==> src/rtl/ssd_scan_driver.sv <==
// ssd_scan_driver: time-multiplexed multi-digit seven-segment driver.
// Nibbles of a captured value are scanned one digit at a time onto a shared
// segment bus. New values are held in a pending register and only reach the
// display at a frame boundary, so a frame never shows a mix of old and new digits.
module ssd_scan_driver #(
    parameter int DIGITS     = 4,
    parameter int CLK_DIV    = 50000,
    parameter int HEX_MODE   = 1,
    parameter int ACTIVE_LOW = 0
) (
    input  logic                  clk,
    input  logic                  rst_n,
    input  logic [4*DIGITS-1:0]   value,
    input  logic                  load,
    input  logic [DIGITS-1:0]     dp_in,
    input  logic                  blank_lz,
    output logic [6:0]            segments,
    output logic                  dp_out,
    output logic [DIGITS-1:0]     digit_en,
    output logic                  frame_done
);

    localparam int IW = (DIGITS > 1) ? $clog2(DIGITS) : 1;
    localparam int CW = (CLK_DIV > 1) ? $clog2(CLK_DIV) : 1;
    localparam logic [IW-1:0] IDX_LAST = IW'(DIGITS - 1);
    localparam logic [CW-1:0] DIV_LAST = CW'(CLK_DIV - 1);
    localparam logic          POL      = (ACTIVE_LOW != 0);

    // Glyph table, bit order abcdefg with a in bit 6.
    function automatic logic [6:0] decode(input logic [3:0] n);
        logic [6:0] g;
        case (n)
            4'h0: g = 7'b1111110;
            4'h1: g = 7'b0110000;
            4'h2: g = 7'b1101101;
            4'h3: g = 7'b1111001;
            4'h4: g = 7'b0110011;
            4'h5: g = 7'b1011011;
            4'h6: g = 7'b1011111;
            4'h7: g = 7'b1110000;
            4'h8: g = 7'b1111111;
            4'h9: g = 7'b1111011;
            4'hA: g = 7'b1110111;
            4'hB: g = 7'b0011111;
            4'hC: g = 7'b1001110;
            4'hD: g = 7'b0111101;
            4'hE: g = 7'b1001111;
            default: g = 7'b1000111;
        endcase
        if (HEX_MODE == 0 && n > 4'd9) g = 7'b0000000;
        return g;
    endfunction

    logic [CW-1:0]         div_cnt_q, div_cnt_d;
    logic [IW-1:0]         idx_q, idx_d;
    logic [4*DIGITS-1:0]   disp_val_q, disp_val_d, pend_val_q, pend_val_d;
    logic [DIGITS-1:0]     disp_dp_q, disp_dp_d, pend_dp_q, pend_dp_d;
    logic                  pend_valid_q, pend_valid_d;
    logic [6:0]            seg_q, seg_d;
    logic                  dp_q, dp_d;
    logic [DIGITS-1:0]     en_q, en_d;
    logic                  bnd_q, fd_q;
    logic                  div_wrap, boundary;

    // Refresh counter, digit index and the pending/display value registers.
    always_comb begin
        div_wrap     = (div_cnt_q == DIV_LAST);
        boundary     = div_wrap && (idx_q == IDX_LAST);
        div_cnt_d    = div_wrap ? '0 : div_cnt_q + 1'b1;
        idx_d        = idx_q;
        if (div_wrap) idx_d = (idx_q == IDX_LAST) ? '0 : idx_q + 1'b1;
        disp_val_d   = disp_val_q;
        disp_dp_d    = disp_dp_q;
        pend_val_d   = pend_val_q;
        pend_dp_d    = pend_dp_q;
        pend_valid_d = pend_valid_q;
        if (boundary) begin
            // A load on the boundary itself skips the pending stage.
            if (load) begin
                disp_val_d = value;
                disp_dp_d  = dp_in;
            end else if (pend_valid_q) begin
                disp_val_d = pend_val_q;
                disp_dp_d  = pend_dp_q;
            end
            pend_valid_d = 1'b0;
        end else if (load) begin
            pend_val_d   = value;
            pend_dp_d    = dp_in;
            pend_valid_d = 1'b1;
        end
    end

    // Next pin values for the digit currently selected by idx, with blanking.
    always_comb begin
        logic [DIGITS-1:0] zmask;
        logic              zacc;
        logic [3:0]        nib;
        logic              blank;
        zmask = '0;
        zacc  = 1'b1;
        nib   = '0;
        blank = 1'b0;
        en_d  = '0;
        dp_d  = 1'b0;
        // zmask[i]: digit i and every digit above it are zero.
        for (int i = DIGITS - 1; i >= 0; i--) begin
            zacc     = zacc & (disp_val_q[4*i +: 4] == 4'd0);
            zmask[i] = zacc;
        end
        for (int i = 0; i < DIGITS; i++) begin
            if (idx_q == IW'(i)) begin
                en_d[i] = 1'b1;
                nib     = disp_val_q[4*i +: 4];
                dp_d    = disp_dp_q[i];
                blank   = blank_lz && (i != 0) && zmask[i];
            end
        end
        seg_d = blank ? 7'b0000000 : decode(nib);
    end

    // State and output registers; frame_done is delayed twice so it lines up
    // with the pins showing digit 0, which lag the internal index by a cycle.
    always_ff @(posedge clk) begin
        if (!rst_n) begin
            div_cnt_q    <= '0;
            idx_q        <= '0;
            disp_val_q   <= '0;
            disp_dp_q    <= '0;
            pend_val_q   <= '0;
            pend_dp_q    <= '0;
            pend_valid_q <= 1'b0;
            seg_q        <= '0;
            dp_q         <= 1'b0;
            en_q         <= '0;
            bnd_q        <= 1'b0;
            fd_q         <= 1'b0;
        end else begin
            div_cnt_q    <= div_cnt_d;
            idx_q        <= idx_d;
            disp_val_q   <= disp_val_d;
            disp_dp_q    <= disp_dp_d;
            pend_val_q   <= pend_val_d;
            pend_dp_q    <= pend_dp_d;
            pend_valid_q <= pend_valid_d;
            seg_q        <= seg_d;
            dp_q         <= dp_d;
            en_q         <= en_d;
            bnd_q        <= boundary;
            fd_q         <= bnd_q;
        end
    end

    assign segments   = seg_q ^ {7{POL}};
    assign dp_out     = dp_q ^ POL;
    assign digit_en   = en_q ^ {DIGITS{POL}};
    assign frame_done = fd_q;

endmodule

==> config.mk <==
export PLATFORM = sky130hd
export DESIGN_NAME = ssd_scan_driver
export DESIGN_NICKNAME = d
export VERILOG_FILES = /design/src/rtl/ssd_scan_driver.sv
export SDC_FILE = /design/constraint.sdc
export NUM_CORES = 1
export LEC_CHECK = 0
export BUFFER_PORTS_ARGS = -buffer_cell sky130_fd_sc_hd__buf_4
export CELL_PAD_IN_SITES_DETAIL_PLACEMENT = 1
export CELL_PAD_IN_SITES_GLOBAL_PLACEMENT = 1
export CORE_ASPECT_RATIO = 1.5
export CORE_MARGIN = 3
export CORE_UTILIZATION = 48
export CTS_CLUSTER_SIZE = 8
export DETAILED_ROUTE_END_ITERATION = 12
export GPL_ROUTABILITY_DRIVEN = 0
export HOLD_SLACK_MARGIN = 0.06
export MAX_ROUTING_LAYER = met4
export PLACE_DENSITY = 0.95
export SYNTH_ARGS = -nofsm -noshare
export SYNTH_HDL_FRONTEND = slang
export SYNTH_SLANG_ARGS = --single-unit
==> constraint.sdc <==
create_clock -name clk -period 6.6 [get_ports clk]
set_input_delay 1.32 -clock clk [delete_from_list [all_inputs] [get_ports clk]]
set_output_delay 1.32 -clock clk [all_outputs]
set_load 0.02 [all_outputs]
### After elaboration in Yosys (flattened, before gate mapping)

Memories as Yosys holds them, arrays and structs flattened. A register that Yosys moved wholly into a read port is not among the register bits.
Cells that the tools add are included.

| word-level totals | value |
|---|---|
| flip-flop bits (word level) | 66 |
| memory bits (read-only) | 112 |
| memories kept | 1 |

Memories:

| memory | words | width | rd ports | clocked after Yosys merged registers in | write ports | line | source |
|---|---|---|---|---|---|---|---|
| (name not given) | 16 | 7 | 1 | 1 | 0 | 32 | `case (n)` |

| cells by class | value |
|---|---|
| add/subtract/negate cells | 2 |
| equal/unequal tests | 4 |
| muxes and demuxes | 20 |
| bitwise gates (word level) | 4 |
| reduce and logical (&&, ||, !) cells | 14 |

Operator list:

| kind | count |
|---|---|
| $mux 16 | 2 |
| $mux 4 | 6 |
| $add 16x1->16 const B | 1 |
| $eq 16x16->1 const B | 1 |
| $logic_not 4->1 | 3 |
| $mux 1 | 11 |
| $reduce_or 2->1 | 3 |
| $eq 2x2->1 const B | 2 |
| $logic_and 1x1->1 | 4 |
| $reduce_and 2->1 | 2 |
| $add 2x1->2 const B | 1 |
| $and 1x1->1 | 2 |
| $eq 2x1->1 const B | 1 |
| $logic_not 2->1 | 1 |
| $mux 2 | 1 |
| $not 1->1 | 2 |
| $reduce_bool 2->1 | 1 |

### Logic depth before layout (Yosys ltp)

| logic depth | value |
|---|---|
| word-level depth | 8 |
| gate-level depth with buffers | 11 |
| mapped depth without buffers | 10 |

### Worst setup path before layout

Ideal clock, no wire load.

| timing path | value |
|---|---|
| kind | in2reg |
| from | input load |
| to | register disp_dp_q[1] |
| library setup time | 0.116 ns |
| data arrival time | 2.301 ns |
| path slack | 4.182 ns |
| cell stages on the path | 5 |
| path buffers | 2 |
| path through | buf_2 -> clkbuf_1 -> mux2i_1 -> nand2_1 -> o211a_1 |

| between the ends | value |
|---|---|
| cells in the longest elaborated chain, start to end | 2 |
| elaborated cells between the ends (all ways) | 3 |
| classes of those cells | mux (1); reduce/logical (2) |

RTL lines:

| item | line | source |
|---|---|---|
| start, declared | 14 | `input logic load,` |
| $reduce_bool 2->1 (no line) | -- |  |
| $reduce_and 2->1 (no line) | -- |  |
| end signal, assigned | 142 | `disp_dp_q <= disp_dp_d;` |
| end, declared | 57 | `logic [DIGITS-1:0] disp_dp_q, disp_dp_d, pend_dp_q, pend_dp_d;` |

Several ways; a longest one is shown, not always the timed one.
A chain may end at the register's enable or synchronous reset.

### Worst setup path in the final report

| timing path | value |
|---|---|
| from | register idx_q[0] |
| to | register seg_q[5] (netlist: segments[5]) |

| between the ends | value |
|---|---|
| cells in the longest elaborated chain, start to end | 5 |
| elaborated cells between the ends (all ways) | 12 |
| classes of those cells | eq/ne (3); mux (7); reduce/logical (2) |

RTL lines:

| item | line | source |
|---|---|---|
| start, declared | 55 | `logic [IW-1:0] idx_q, idx_d;` |
| start signal, assigned | 140 | `idx_q <= idx_d;` |
| $eq 2x1->1 / $logic_not 2->1 (equally long branches) | 112 | `if (idx_q == IW'(i)) begin` |
| $mux 1 / $mux 4 (equally long branches) (3 in a row) | 112 |  |
| $reduce_or 2->1 (no line) / $mux 4 (equally long branches) | -- |  |
| end, declared | 59 | `logic [6:0] seg_q, seg_d;` |

Several ways; a longest one is shown, not always the timed one.

==> flow_summary_export.csv <==
group,metric,value,unit
clock_network,cts_sinks,73,
worst_setup_path,crit_family,"compound AO/OA/AOI/OAI gates",
worst_setup_path,arrival,3.15,ns
worst_setup_path,r2r_end,"segments[5]$_SDFF_PP0_",
worst_setup_path,path_depth,8,
detailed_routing,vias_per_cell,5.70,
grt,grtUsageTotal,0.215,
synth,synth_seq_area_share,0.428,
synth,synth.top_cells.by_count,"dfxtp_1 (73), nand2_1 (59), nand3_1 (27)",
synth,synth_edf_count,0,
pwr,total_power,835,uW
worst_hold_path,hold_class,"reg -> reg",
clock_network,numCtsBuffers,9,
floorplan,die_area,8180,um2
synth,ys.flop_type,"dfxtp_1",
cells_and_area,final-seq-area,1460,um2
grt,grt_max_degree,73,
floorplan,pin_count,37,
cells_and_area,nets,433,
placed_design,hpwlAfterDp,5610,um
synth,synth.area.top_cells,"dfxtp_1 (43%), nand2_1 (6.5%), mux2i_1 (6.2%), o211a_1 (5.9%), ha_1 (4.4%)",
detailed_routing,dr.pass1.iters,4,
floorplan,die_w,74.9,um
cells_and_area,areaGrowthSynthToFinish,12.8,%
worst_setup_path,cp-startpoint,"idx_q[0]$_SDFFE_PN0N_",
grt,antenna_found_initial,0,
job,maxCapViolCount,0,
grt,overflow,0,
synth,synth_warnings,0,
grt,grt_pass1_wl,13000,um
detailed_routing,ant_nets,0,
floorplan,die_h,109,um
clock_network,root_buffer,"clkbuf_8",
floorplan,design.core.area,6900,um2
pwr,ir_drop,0.153,mV
pwr,leakage,0.00178,uW
synth,yosys.area.top_type,"dfxtp_1",
worst_setup_path,worst_path_max_delay_cell,"o211ai_1",
sta,setup_tns,0,ns
worst_setup_path,path_class,"reg -> reg",
sta,worst_slew_pin_slew,0.665,ns
clock_network,cts.repair.resized,0,
worst_setup_path,slowest_delay,0.57,ns
sta,rsz0062_at_grt,"false",
worst_setup_path,cp_max_fo,14,
synth,netlist_instances,373,
synth,synthArstFlopShare,0,
clock_network,cts_tree,"yes",
sta,slew_violations,0,
worst_setup_path,endpoint_kind,"register",
pwr,p_per_area,217,nW/um2
worst_setup_path,rrSetupSlack,3.74,ns
sta,setup_viol,0,
cells_and_area,diodes,0,
detailed_routing,route.detailed.drc,0,
cells_and_area,multi_input_area,1780,um2
run_status,status,"finished, final reports clean",
worst_setup_path,cp_cell_sequence,"ha_1 > inv_1 > o211ai_1 > inv_1 > ha_1 > o21ai_0 > o21ai_0 > a21oi_1",
sta,fmax,350,MHz
detailed_routing,avgRoutedWirePerCell,16.4,um
cells_and_area,nFillCells,799,
worst_setup_path,required,6.89,ns
clock_network,clkTransAtPathRegs,0.08,ns
placed_design,port_buffers,36,
detailed_routing,routed_wirelength,7890,um
detailed_routing,drtIter0Drc,126,
clock_network,post_cts_buffers,0,
synth,postSynthNetCount,409,
worst_setup_path,crit_buf_inv,2,
floorplan,row_count,37,
synth,syn_area_per_cell,9.15,um2
worst_setup_path,reg2reg_depth,8,
floorplan,start_util,0.495,
synth,ys_types,43,
sta,relSlewSlack,0.557,
grt,grt_pass1_vias,2804,
worst_setup_path,endpoint,"segments[5]$_SDFF_PP0_",
worst_setup_path,startpoint_type,"register",
sta,fin_crit_sh,0.433,
synth,yosysMostFrequentCell,"dfxtp_1",
clock_network,clockBufferDepth,2,
synth,netlist_area,3410,um2
sta,skew,0.0118,ns
synth,yosys_register_bits,73,
clock_network,worstSkewPairLatency,0.36,ns
clock_network,cts_hold_buffers,0,
cells_and_area,drive_gt1_frac,0.157,
sta,hold_viol,0,
synth,yosysTopAreaCellShare,0.428,
detailed_routing,via_count,2738,
clock_network,htree_levels,3,
worst_setup_path,reg2reg_from,"idx_q[0]$_SDFFE_PN0N_",
sta,fin_crit,2.86,ns
[where the power goes]
part	internal (uW)	total, uW	switching, uW
Combinational	24.5	55.5	31.1
Sequential	452	458	6.23
Clock	157	321	164
Total	633	835	201
[layout by cell type (no fill, tap or decap), types with 6 or more instances in the layout]
cell type / instances
dfxtp_1: 73
nand2_1: 59
buf_4: 37
nand3_1: 27
nor2_1: 24
o21ai_0: 22
mux2i_1: 21
o211a_1: 20
ha_1: 12
clkbuf_8: 11
inv_1: 8
xor2_1: 7
xnor2_1: 7
and2_1: 6
and3_1: 6
[stage by stage]
stage	cell area, um2	worst slack [ns]	std cells	utilization	hold WS (ns)
2_1_floorplan	3410	4.18	373	-	0.412
3_3_place_gp	3650	3.51	463	0.529	0.419
3_5_place_dp	3650	3.31	463	0.529	0.441
4_1_cts	3820	3.71	479	0.555	0.462
5_1_grt	3850	3.47	480	0.558	0.487
6_report	3850	3.74	480	0.558	0.452
[worst register-to-register path, stage by stage, from the launching register on]
cell,delay [ns]
dfxtp_1,0.40
ha_1,0.55
inv_1,0.28
o211ai_1,0.57
inv_1,0.21
ha_1,0.34
o21ai_0,0.16
o21ai_0,0.12
a21oi_1,0.17
[flip-flops by register name (all words and copies together), names as in the netlist, 2 cells and up]
signal / flops
disp_dp_q: 4
segments: 7
pend_dp_q: 4
digit_en: 4
idx_q: 2
div_cnt_q: 16
disp_val_q: 16
pend_val_q: 16
[how the worst min path moves through the flow]
stage	startpoint	to	slack (ns)	cells after the start
after CTS	bnd_q$_SDFF_PN0_	frame_done$_SDFF_PN0_	0.46	1
after detailed placement	bnd_q$_SDFF_PN0_	frame_done$_SDFF_PN0_	0.44	1
final	bnd_q$_SDFF_PN0_	frame_done$_SDFF_PN0_	0.45	1
after global routing	bnd_q$_SDFF_PN0_	frame_done$_SDFF_PN0_	0.49	1
after floorplan	bnd_q$_SDFF_PN0_	frame_done$_SDFF_PN0_	0.41	1
after global placement	bnd_q$_SDFF_PN0_	frame_done$_SDFF_PN0_	0.42	1
[final cells by class]
type | count | share of cell area
clock inverter | 2 | 0.00325
inverter | 8 | 0.00779
timing repair buffer | 38 | 0.0792
sequential | 73 | 0.379
tap | 78 | 0.0253
clock buffer | 14 | 0.0422
multi-input combinational | 267 | 0.463
[routing by layer]
metal  up-vias  track usage  wire length (um)
met5         -            -                 0
met4         0       0.0903               143
met3        13       0.0512               265
met2        45        0.380              4360
met1      1327        0.223              3120
li1       1353            -                 -
[cells by family after synthesis]
family / count (synthesis) / share of synthesized area
multiplexers: 21 / 0.0616
flip-flops: 73 / 0.428
AND/OR/NAND/NOR: 151 / 0.226
AO/OA/AOI/OAI: 69 / 0.154
buffers and inverters: 33 / 0.0498
adder cells (fa/ha/maj): 12 / 0.0440
XOR/XNOR: 14 / 0.0359
(Power assumes the default switching activity.)
